## src/rtl/hps_csr_pkg.sv

```systemverilog
// Shared register map, field positions and the CTRL register layout for the HPS CSR bank.
package hps_csr_pkg;

  localparam int unsigned ADDR_CTRL        = 0;
  localparam int unsigned ADDR_DRIVE       = 1;
  localparam int unsigned ADDR_IRQ_STATUS  = 2;
  localparam int unsigned ADDR_IRQ_MASK    = 3;
  localparam int unsigned ADDR_TURN_PERIOD = 4;
  localparam int unsigned ADDR_TURN_COUNT  = 5;

  localparam int unsigned CTRL_RST_OUT      = 0;
  localparam int unsigned CTRL_NEW_FRAME    = 1;
  localparam int unsigned CTRL_FORCE_FC     = 2;
  localparam int unsigned CTRL_HPS_OVERRIDE = 3;
  localparam int unsigned CTRL_PD_EN        = 4;

  localparam int unsigned DRIVE_LAT      = 0;
  localparam int unsigned DRIVE_SCLK     = 1;
  localparam int unsigned DRIVE_TICK     = 2;
  localparam int unsigned DRIVE_SOUT_LSB = 4;

  localparam int unsigned TURN_COUNT_WIDTH = 32;

  // Field order puts rst_out at bit 0 so the struct maps straight onto the CTRL word.
  typedef struct packed {
    logic pd_en;
    logic hps_override;
    logic force_fc;
    logic new_frame;
    logic rst_out;
  } ctrl_t;

endpackage

```

## src/rtl/hps_edge_sync.sv

```systemverilog
// Two-flop synchroniser for one asynchronous event line, followed by a single-cycle
// rising- or falling-edge pulse selected by DETECT_FALL.
module hps_edge_sync #(
  parameter bit DETECT_FALL = 1'b0
) (
  input  logic clk,
  input  logic rst_n,
  input  logic async_in,
  output logic pulse_c
);

  logic meta_q;
  logic sync_q;
  logic prev_q;

  // Synchroniser plus history flop for edge detection.
  always_ff @(posedge clk or negedge rst_n) begin
    if (!rst_n) begin
      meta_q <= 1'b0;
      sync_q <= 1'b0;
      prev_q <= 1'b0;
    end else begin
      meta_q <= async_in;
      sync_q <= meta_q;
      prev_q <= sync_q;
    end
  end

  assign pulse_c = DETECT_FALL ? (prev_q & ~sync_q) : (sync_q & ~prev_q);

endmodule

```

## src/rtl/hps_csr_bank.sv

```systemverilog
// HPS control/status register bank: control and override drive registers, W1C event status
// with mask, and an optional turn-period meter enabled by HPS_CSR_TURN_PERIOD_EN.
module hps_csr_bank
  import hps_csr_pkg::*;
#(
  parameter int unsigned W_ADDR_WIDTH = 3,
  parameter int unsigned W_DATA_WIDTH = 32,
  parameter int unsigned NB_LED_BAND  = 20,
  parameter int unsigned NB_IRQ       = 4,
  parameter int unsigned PERIOD_WIDTH = 24
) (
  input  logic                    clk,
  input  logic                    rst_n,
  input  logic [NB_IRQ-1:0]       irq_src,
  input  logic [W_ADDR_WIDTH-1:0] w_addr,
  input  logic [W_DATA_WIDTH-1:0] w_data,
  input  logic                    write,
  input  logic [W_ADDR_WIDTH-1:0] r_addr,
  input  logic                    read,
  output logic [W_DATA_WIDTH-1:0] r_data,
  output logic                    r_valid,
  output logic                    rst_out,
  output logic                    new_frame,
  output logic                    force_fc,
  output logic                    hps_override,
  output logic                    PD,
  output logic [NB_LED_BAND-1:0]  hps_SOUT,
  output logic                    hps_LAT,
  output logic                    hps_SCLK,
  output logic                    hps_turn_tick,
  output logic                    irq
);

  ctrl_t                   ctrl_q;
  logic                    pd_q;
  logic [NB_LED_BAND-1:0]  sout_q;
  logic                    lat_q;
  logic                    sclk_q;
  logic                    tick_q;
  logic [NB_IRQ-1:0]       status_q;
  logic [NB_IRQ-1:0]       status_d_c;
  logic [NB_IRQ-1:0]       mask_q;
  logic [NB_IRQ-1:0]       edge_c;
  logic [W_DATA_WIDTH-1:0] rd_word_c;
  logic [W_DATA_WIDTH-1:0] turn_period_rd_c;
  logic [W_DATA_WIDTH-1:0] turn_count_rd_c;
  logic                    wr_ctrl_c;
  logic                    wr_drive_c;
  logic                    wr_status_c;
  logic                    wr_mask_c;
  logic                    unused_c;

  assign wr_ctrl_c   = write && (w_addr == W_ADDR_WIDTH'(ADDR_CTRL));
  assign wr_drive_c  = write && (w_addr == W_ADDR_WIDTH'(ADDR_DRIVE));
  assign wr_status_c = write && (w_addr == W_ADDR_WIDTH'(ADDR_IRQ_STATUS));
  assign wr_mask_c   = write && (w_addr == W_ADDR_WIDTH'(ADDR_IRQ_MASK));

  // Upper write-data bits beyond the widest field carry no state.
  assign unused_c = ^w_data;

  // Bit 0 (turn_tick) reports its falling edge; the other sources report rising edges.
  for (genvar i = 0; i < NB_IRQ; i++) begin : g_sync
    hps_edge_sync #(
      .DETECT_FALL (1'(i == 0))
    ) u_sync (
      .clk      (clk),
      .rst_n    (rst_n),
      .async_in (irq_src[i]),
      .pulse_c  (edge_c[i])
    );
  end

  // Control and override drive registers.
  always_ff @(posedge clk or negedge rst_n) begin
    if (!rst_n) begin
      ctrl_q <= '0;
      pd_q   <= 1'b1;
      sout_q <= '0;
      lat_q  <= 1'b0;
      sclk_q <= 1'b0;
      tick_q <= 1'b0;
    end else begin
      if (wr_ctrl_c) begin
        ctrl_q.rst_out      <= w_data[CTRL_RST_OUT];
        ctrl_q.new_frame    <= w_data[CTRL_NEW_FRAME];
        ctrl_q.force_fc     <= w_data[CTRL_FORCE_FC];
        ctrl_q.hps_override <= w_data[CTRL_HPS_OVERRIDE];
        ctrl_q.pd_en        <= w_data[CTRL_PD_EN];
        pd_q                <= ~w_data[CTRL_PD_EN];
      end
      if (wr_drive_c) begin
        lat_q  <= w_data[DRIVE_LAT];
        sclk_q <= w_data[DRIVE_SCLK];
        tick_q <= w_data[DRIVE_TICK];
        sout_q <= w_data[NB_LED_BAND+DRIVE_SOUT_LSB-1:DRIVE_SOUT_LSB];
      end
    end
  end

  // New edges are OR'd in after the W1C clear so a coincident event is never lost.
  always_comb begin
    status_d_c = status_q;
    if (wr_status_c) begin
      status_d_c = status_q & ~w_data[NB_IRQ-1:0];
    end
    status_d_c = status_d_c | edge_c;
  end

  always_ff @(posedge clk or negedge rst_n) begin
    if (!rst_n) begin
      status_q <= '0;
      mask_q   <= '0;
      irq      <= 1'b0;
    end else begin
      status_q <= status_d_c;
      if (wr_mask_c) begin
        mask_q <= w_data[NB_IRQ-1:0];
      end
      irq <= |(status_q & mask_q);
    end
  end

`ifdef HPS_CSR_TURN_PERIOD_EN
  logic [PERIOD_WIDTH-1:0]     period_cnt_q;
  logic [PERIOD_WIDTH-1:0]     turn_period_q;
  logic [TURN_COUNT_WIDTH-1:0] turn_count_q;

  // Counter restarts at 1 on the fall so the captured value equals the clocks between falls.
  always_ff @(posedge clk or negedge rst_n) begin
    if (!rst_n) begin
      period_cnt_q  <= '0;
      turn_period_q <= '0;
      turn_count_q  <= '0;
    end else if (edge_c[0]) begin
      turn_period_q <= period_cnt_q;
      period_cnt_q  <= PERIOD_WIDTH'(1);
      turn_count_q  <= turn_count_q + TURN_COUNT_WIDTH'(1);
    end else if (period_cnt_q != '1) begin
      period_cnt_q <= period_cnt_q + PERIOD_WIDTH'(1);
    end
  end

  assign turn_period_rd_c = W_DATA_WIDTH'(turn_period_q);
  assign turn_count_rd_c  = W_DATA_WIDTH'(turn_count_q);
`else
  assign turn_period_rd_c = '0;
  assign turn_count_rd_c  = '0;
`endif

  // Read mux sees pre-write register values, so a same-cycle write returns the old word.
  always_comb begin
    rd_word_c = '0;
    case (r_addr)
      W_ADDR_WIDTH'(ADDR_CTRL):        rd_word_c = W_DATA_WIDTH'(ctrl_q);
      W_ADDR_WIDTH'(ADDR_DRIVE):       rd_word_c = W_DATA_WIDTH'({sout_q, 1'b0, tick_q, sclk_q, lat_q});
      W_ADDR_WIDTH'(ADDR_IRQ_STATUS):  rd_word_c = W_DATA_WIDTH'(status_q);
      W_ADDR_WIDTH'(ADDR_IRQ_MASK):    rd_word_c = W_DATA_WIDTH'(mask_q);
      W_ADDR_WIDTH'(ADDR_TURN_PERIOD): rd_word_c = turn_period_rd_c;
      W_ADDR_WIDTH'(ADDR_TURN_COUNT):  rd_word_c = turn_count_rd_c;
      default:                         rd_word_c = '0;
    endcase
  end

  always_ff @(posedge clk or negedge rst_n) begin
    if (!rst_n) begin
      r_data  <= '0;
      r_valid <= 1'b0;
    end else begin
      r_valid <= read;
      if (read) begin
        r_data <= rd_word_c;
      end
    end
  end

  assign rst_out       = ctrl_q.rst_out;
  assign new_frame     = ctrl_q.new_frame;
  assign force_fc      = ctrl_q.force_fc;
  assign hps_override  = ctrl_q.hps_override;
  assign PD            = pd_q;
  assign hps_SOUT      = sout_q;
  assign hps_LAT       = lat_q;
  assign hps_SCLK      = sclk_q;
  assign hps_turn_tick = tick_q;

endmodule
```

## config.mk

```make
export PLATFORM = sky130hd
export DESIGN_NAME = hps_csr_bank
export DESIGN_NICKNAME = d
export VERILOG_FILES = /design/src/rtl/hps_csr_pkg.sv /design/src/rtl/hps_edge_sync.sv /design/src/rtl/hps_csr_bank.sv
export SDC_FILE = /design/constraint.sdc
export NUM_CORES = 1
export LEC_CHECK = 0
export ABC_AREA = 1
export CAP_MARGIN = 30
export CORE_MARGIN = 2
export CORE_UTILIZATION = 40
export CTS_CLUSTER_SIZE = 30
export DETAILED_ROUTE_END_ITERATION = 10
export PLACE_DENSITY = 0.78
export SETUP_SLACK_MARGIN = 0.15
export SYNTH_ARGS = -nofsm -noshare
export SYNTH_HDL_FRONTEND = slang
export SYNTH_SLANG_ARGS = --single-unit
```

## constraint.sdc

```tcl
create_clock -name clk -period 0.8 [get_ports clk]
set_input_delay 0.24 -clock clk [delete_from_list [all_inputs] [get_ports clk]]
set_output_delay 0.24 -clock clk [all_outputs]
set_load 0.02 [all_outputs]
```

Word level (Yosys, flattened, before mapping)
Index checks and enable logic that the tools add are counted.

storage, ports and cells
  register bits = 83
  memories kept = 0
  memory bits (writable) = 0
  input bits = 46
  latch bits = 0
  bits in read-only memories = 0
  output and inout port bits = 62
  word-level logic and storage cells = 55

operators by class
  shift-type cells = 0
  eq/ne operators = 6
  bitwise operators = 13
  mux-type cells = 2
  divide/modulo/power cells = 0
  $mul = 0
  reductions and logical operators = 7
  add/sub/neg operators = 0
  magnitude comparators = 0

operator list
  kind                                                  count
  one-hot mux 24 bit (4 select lines)                   1
  equality test 3 x 2 -> 1 bit (second input constant)  4
  AND 4 bit                                             2
  equality test 3 x 1 -> 1 bit (second input constant)  2
  zero test 3 bit                                       2
  NOT 1 bit                                             5
  AND 1 bit                                             4
  logical AND 1 bit                                     4
  2-to-1 mux 4 bit                                      1
  NOT 4 bit                                             1
  OR 4 bit                                              1
  OR reduction 4 bit                                    1

Logic depth before layout (Yosys ltp)
Gate-level depths: netlist (run 1).

  depth in word-level cells = 4
  mapped depth = 7
  depth with buffers taken out = 6

Cells and area by module
From an unflattened synthesis (run 1), not the netlist that was laid out.

second synthesis, totals
  cell total of the unflattened synthesis = 322
  area total of the unflattened synthesis = 3161.8 µm²

by module, submodules not included
  module         cells an instance  area each (µm²)  sequential area each (µm²)  times used
  hps_csr_bank   302                2821.5           1577.8                      1
  hps_edge_sync  5                  85.1             75.1                        4

Worst setup path after synthesis (run 1)
OpenSTA, ideal clock, no wires.

  path kind = input to register
  start point = input port write
  end point = register lat_q, in the netlist hps_LAT
  path buffers = 1
  stages = 6
  slack = -161 ps
  arrival time = 840 ps
  path through = inv_1 > nor2_4 > nand3_4 > buf_2 > nand2_1 > o21ai_1

between the ends
  cells in the longest elaborated chain, start to end = 1

RTL lines
  element                 RTL line            RTL
  start: declaration      hps_csr_bank.sv:17  input logic write,
  logical AND 1 bit       hps_csr_bank.sv:54  assign wr_drive_c = write && (w_addr == W_ADDR_WIDTH'(ADDR_DRIVE));
  end signal: assignment  hps_csr_bank.sv:92  lat_q <= w_data[DRIVE_LAT];
  end: declaration        hps_csr_bank.sv:37  logic lat_q;

No other way between the ends.
A chain may end at the register's enable or synchronous reset.

Final worst setup path (run 1)
  start point = register pd_q, in the netlist PD
  end point = output port PD

RTL lines
  element                   RTL line            RTL
  start: declaration        hps_csr_bank.sv:35  logic pd_q;
  start signal: assignment  hps_csr_bank.sv:89  pd_q <= ~w_data[CTRL_PD_EN];
  end: declaration          hps_csr_bank.sv:26  output logic PD,

No word-level cell between the ends.

==> results of run 1 <==
layout by cell type (no fill, tap or decap), types with 13 or more instances in the layout:
master / count
o21ai_1: 25
buf_6: 122
nand2_1: 41
o21ai_2: 36
dfrtp_1: 23
dfrtp_2: 51
nand2_2: 44
buf_4: 13
clkdlybuf4s50_1: 25
inv_1: 25
state kept, by name, summed over array words and instances, names as in the netlist:
register / cells
PD: 1
ctrl_q: 1
force_fc: 1
g_sync.u_sync.meta_q: 4
g_sync.u_sync.prev_q: 4
g_sync.u_sync.sync_q: 4
hps_LAT: 1
hps_SCLK: 1
hps_SOUT: 20
hps_override: 1
hps_turn_tick: 1
irq: 1
mask_q: 4
new_frame: 1
r_data: 24
r_valid: 1
rst_out: 1
status_q: 4
per-layer routing:
metal / vias up / track usage, %
li1: 1373 / -
met1: 1443 / 29.3
met2: 114 / 37.5
met3: 18 / 3.90
met4: 0 / 8.71
met5: - / 0
layout make-up:
type | instances | area share (%)
clock inverter | 7 | 1.34
timing repair inverter | 1 | 0.129
inverter | 36 | 2.63
tap | 99 | 2.13
sequential | 75 | 33.5
clock buffer | 9 | 2.13
multi-input combinational | 194 | 22.6
timing repair buffer | 181 | 35.6
power by group through the flow:
| stage | Clock [uW] | Combinational (uW) | Sequential (uW) |
|---|---|---|---|
| floorplan | 0 | 663 | 5080 |
| global placement | 0 | 2650 | 4610 |
| detailed placement | 0 | 2710 | 4630 |
| CTS | 2990 | 3300 | 4690 |
| global route | 3170 | 4310 | 4750 |
| finish | 2960 | 4070 | 4720 |
kinds of logic (layout without fill, tap and decap cells):
group	count (synthesis)	count (layout)
DFF	75	75
AOI/OAI and AO/OA	62	62
buffers and inverters	56	234
and+or+nand+nor	122	124
other	1	8
final timing paths:
| kind | startpoint | end | cells past startpoint |
|---|---|---|---|
| setup / recovery | PD | PD | 1 |
| min in group clk | w_data[2] | force_fc | 3 |
| hold reg to reg | g_sync[2].u_sync.meta_q | g_sync[2].u_sync.sync_q | 0 |
| setup reg to reg | hps_SCLK | r_data[1] | 6 |
| hold / removal | rst_n | g_sync[0].u_sync.meta_q | 1 |
| max in group asynchronous | rst_n | hps_SOUT[1] | 2 |
timing repair:
item                                    4_1_cts  5_1_grt
hold endpoints to repair                     75       15
pin swaps                                    42       27
setup buffers                                15       24
endpoints found under the setup margin      117      116
resized for setup                           469       83
cloned                                        7        1
per-stage QoR:
stage / hold WS, ns / util, % / area, sq um
floorplan: -0.0556 / - / 3220
global placement: 0.107 / 60.7 / 4450
detailed placement: 0.109 / 60.7 / 4450
CTS: -0.274 / 72.5 / 5310
global route: -0.272 / 79.2 / 5800
finish: -0.263 / 79.2 / 5800
==> flow_summary.json, run 1 <==
{
  "seq_area_sq_um": 1940,
  "critPathBufInv": 1,
  "gp_congestion": 0.829,
  "p_seq_share_pct": 40.2,
  "crit_arrival_ns": 1.02,
  "io_buffers": 91,
  "start_kind": "flip-flop",
  "p_per_area_nw_per_um2": 2020,
  "hold_viol_final": 75,
  "final_cells": 602,
  "layout_min_cycle_time_ns": 1.26,
  "skew_ns": 0.00739,
  "grt_first_pass_wirelength_um": 14500,
  "yosys.area.top_type": "dfrtp_1",
  "ant_nets": 0,
  "coreArea_sq_um": 7330,
  "cts_root_buffer": "clkbuf_8",
  "wl_met2_um": 5470,
  "critPathSlowestCell": "dfstp_2",
  "crit_required_ns": 0.56,
  "clockBufferDepth": 2,
  "end_kind": "output pin",
  "io_pins": 108,
  "chipHeight_um": 91.4,
  "dp_hpwl_um": 5410,
  "synth_fa_ha_area_share_pct": 0,
  "wl_met1_um": 3930,
  "fin_crit_sh_pct": 158,
  "p_switching_uw": 3720,
  "synth_seq_area_share_pct": 61.4,
  "grt_start_max_net_pins": 27,
  "synthCells": 316,
  "yosysUniqueCellTypes": 20,
  "grt_usage_pct": 22.5,
  "setup-violations-final": 95,
  "rsz0062_at_grt": "true",
  "critical_path_class": "flip-flop to output pin",
  "power_uw": 11700,
  "clock_latency_ns": 0.35,
  "antenna_found_initial": 0,
  "failed_checks": "hold timing, setup timing",
  "yosysWarnings": 0,
  "synthSimpleGateAreaFrac_pct": 17.8,
  "cts.sinks": 75,
  "ys_ff_latch": 75,
  "fillerInstances": 438,
  "routed_wl_um": 10100,
  "met3_wirelength_um": 507,
  "drv_cap": 0,
  "p_int_uw": 8030,
  "crit_family": "flip-flops",
  "dr.pass1.iters": 4,
  "synth-xor-area-share_pct": 0,
  "synth_most_common_cell": "nand2_1",
  "post-place-ws_ns": -0.826,
  "start_util_pct": 41.7,
  "min_path_type": "primary input to asynchronous set/reset pin",
  "clk_pin_slew_ns": 0.08,
  "yosys.area.top_type_share_pct": 60.6,
  "synth_edf_count": 0,
  "hold-worst-slack_ns": -0.263,
  "htree_num_levels": 3,
  "top_layer": "met4",
  "ir_drop_v": 0.00171,
  "setup_tns_ns": -22.04,
  "synth_common_cells": "nand2_1, dfrtp_1, inv_1, o21ai_1, o21ai_0",
  "synth.avg_cell_area_sq_um": 9.67,
  "ys_async_sr_fraction_pct": 100,
  "die_x_um": 91.4,
  "diodes": 0,
  "wl_per_cell_um": 16.8,
  "crit_chain": "buf_6",
  "comb_power_share_pct": 34.6,
  "max_freq_mhz": 792,
  "netSwitchingFraction_pct": 31.6,
  "numCtsBuffers": 9,
  "synth_top_family_by_area": "simple AND/OR/NAND/NOR gates",
  "cellLeakagePower_uw": 0.00275,
  "drc_errors": 0,
  "synth-compound-area-share_pct": 11.5,
  "vias_per_cell": 4.90,
  "timing.final.ws_setup_ns": -0.462,
  "clock_power_share_pct": 25.2,
  "synth.area.mux_share_pct": 0,
  "drive_gt1_share_pct": 67.2,
  "area_growth_pct": 89.8,
  "dieArea_sq_um": 8360,
  "slew_viol_final": 0,
  "dp_cells": 539,
  "ys.flop_type": "dfrtp_1",
  "critPathMaxFanout": 2,
  "slowest_delay_ns": 0.56,
  "overflow": 0,
  "finalNetCount": 544,
  "grt_pass1_vias": 2849,
  "multiInputGateArea_sq_um": 1310,
  "drt_iter0_markers": 139,
  "outcome": "finished with violations",
  "core.rowCount": 31,
  "reg2reg_slack_ns": -0.32,
  "vias": 2948,
  "syn_area_sq_um": 3060,
  "cts_tree": "built",
  "synth.area.top_cells": "dfrtp_1, nand2_1, o21ai_1"
}
Power figures use the tool's default switching activity.
==> run 2, diff against run 1 <==
- GPL_ROUTABILITY_DRIVEN: unset -> 0
- HOLD_SLACK_MARGIN: unset -> 0.15
==> results of run 2 <==
No change in the layout: final DEF, timing and power equal those of run 1.
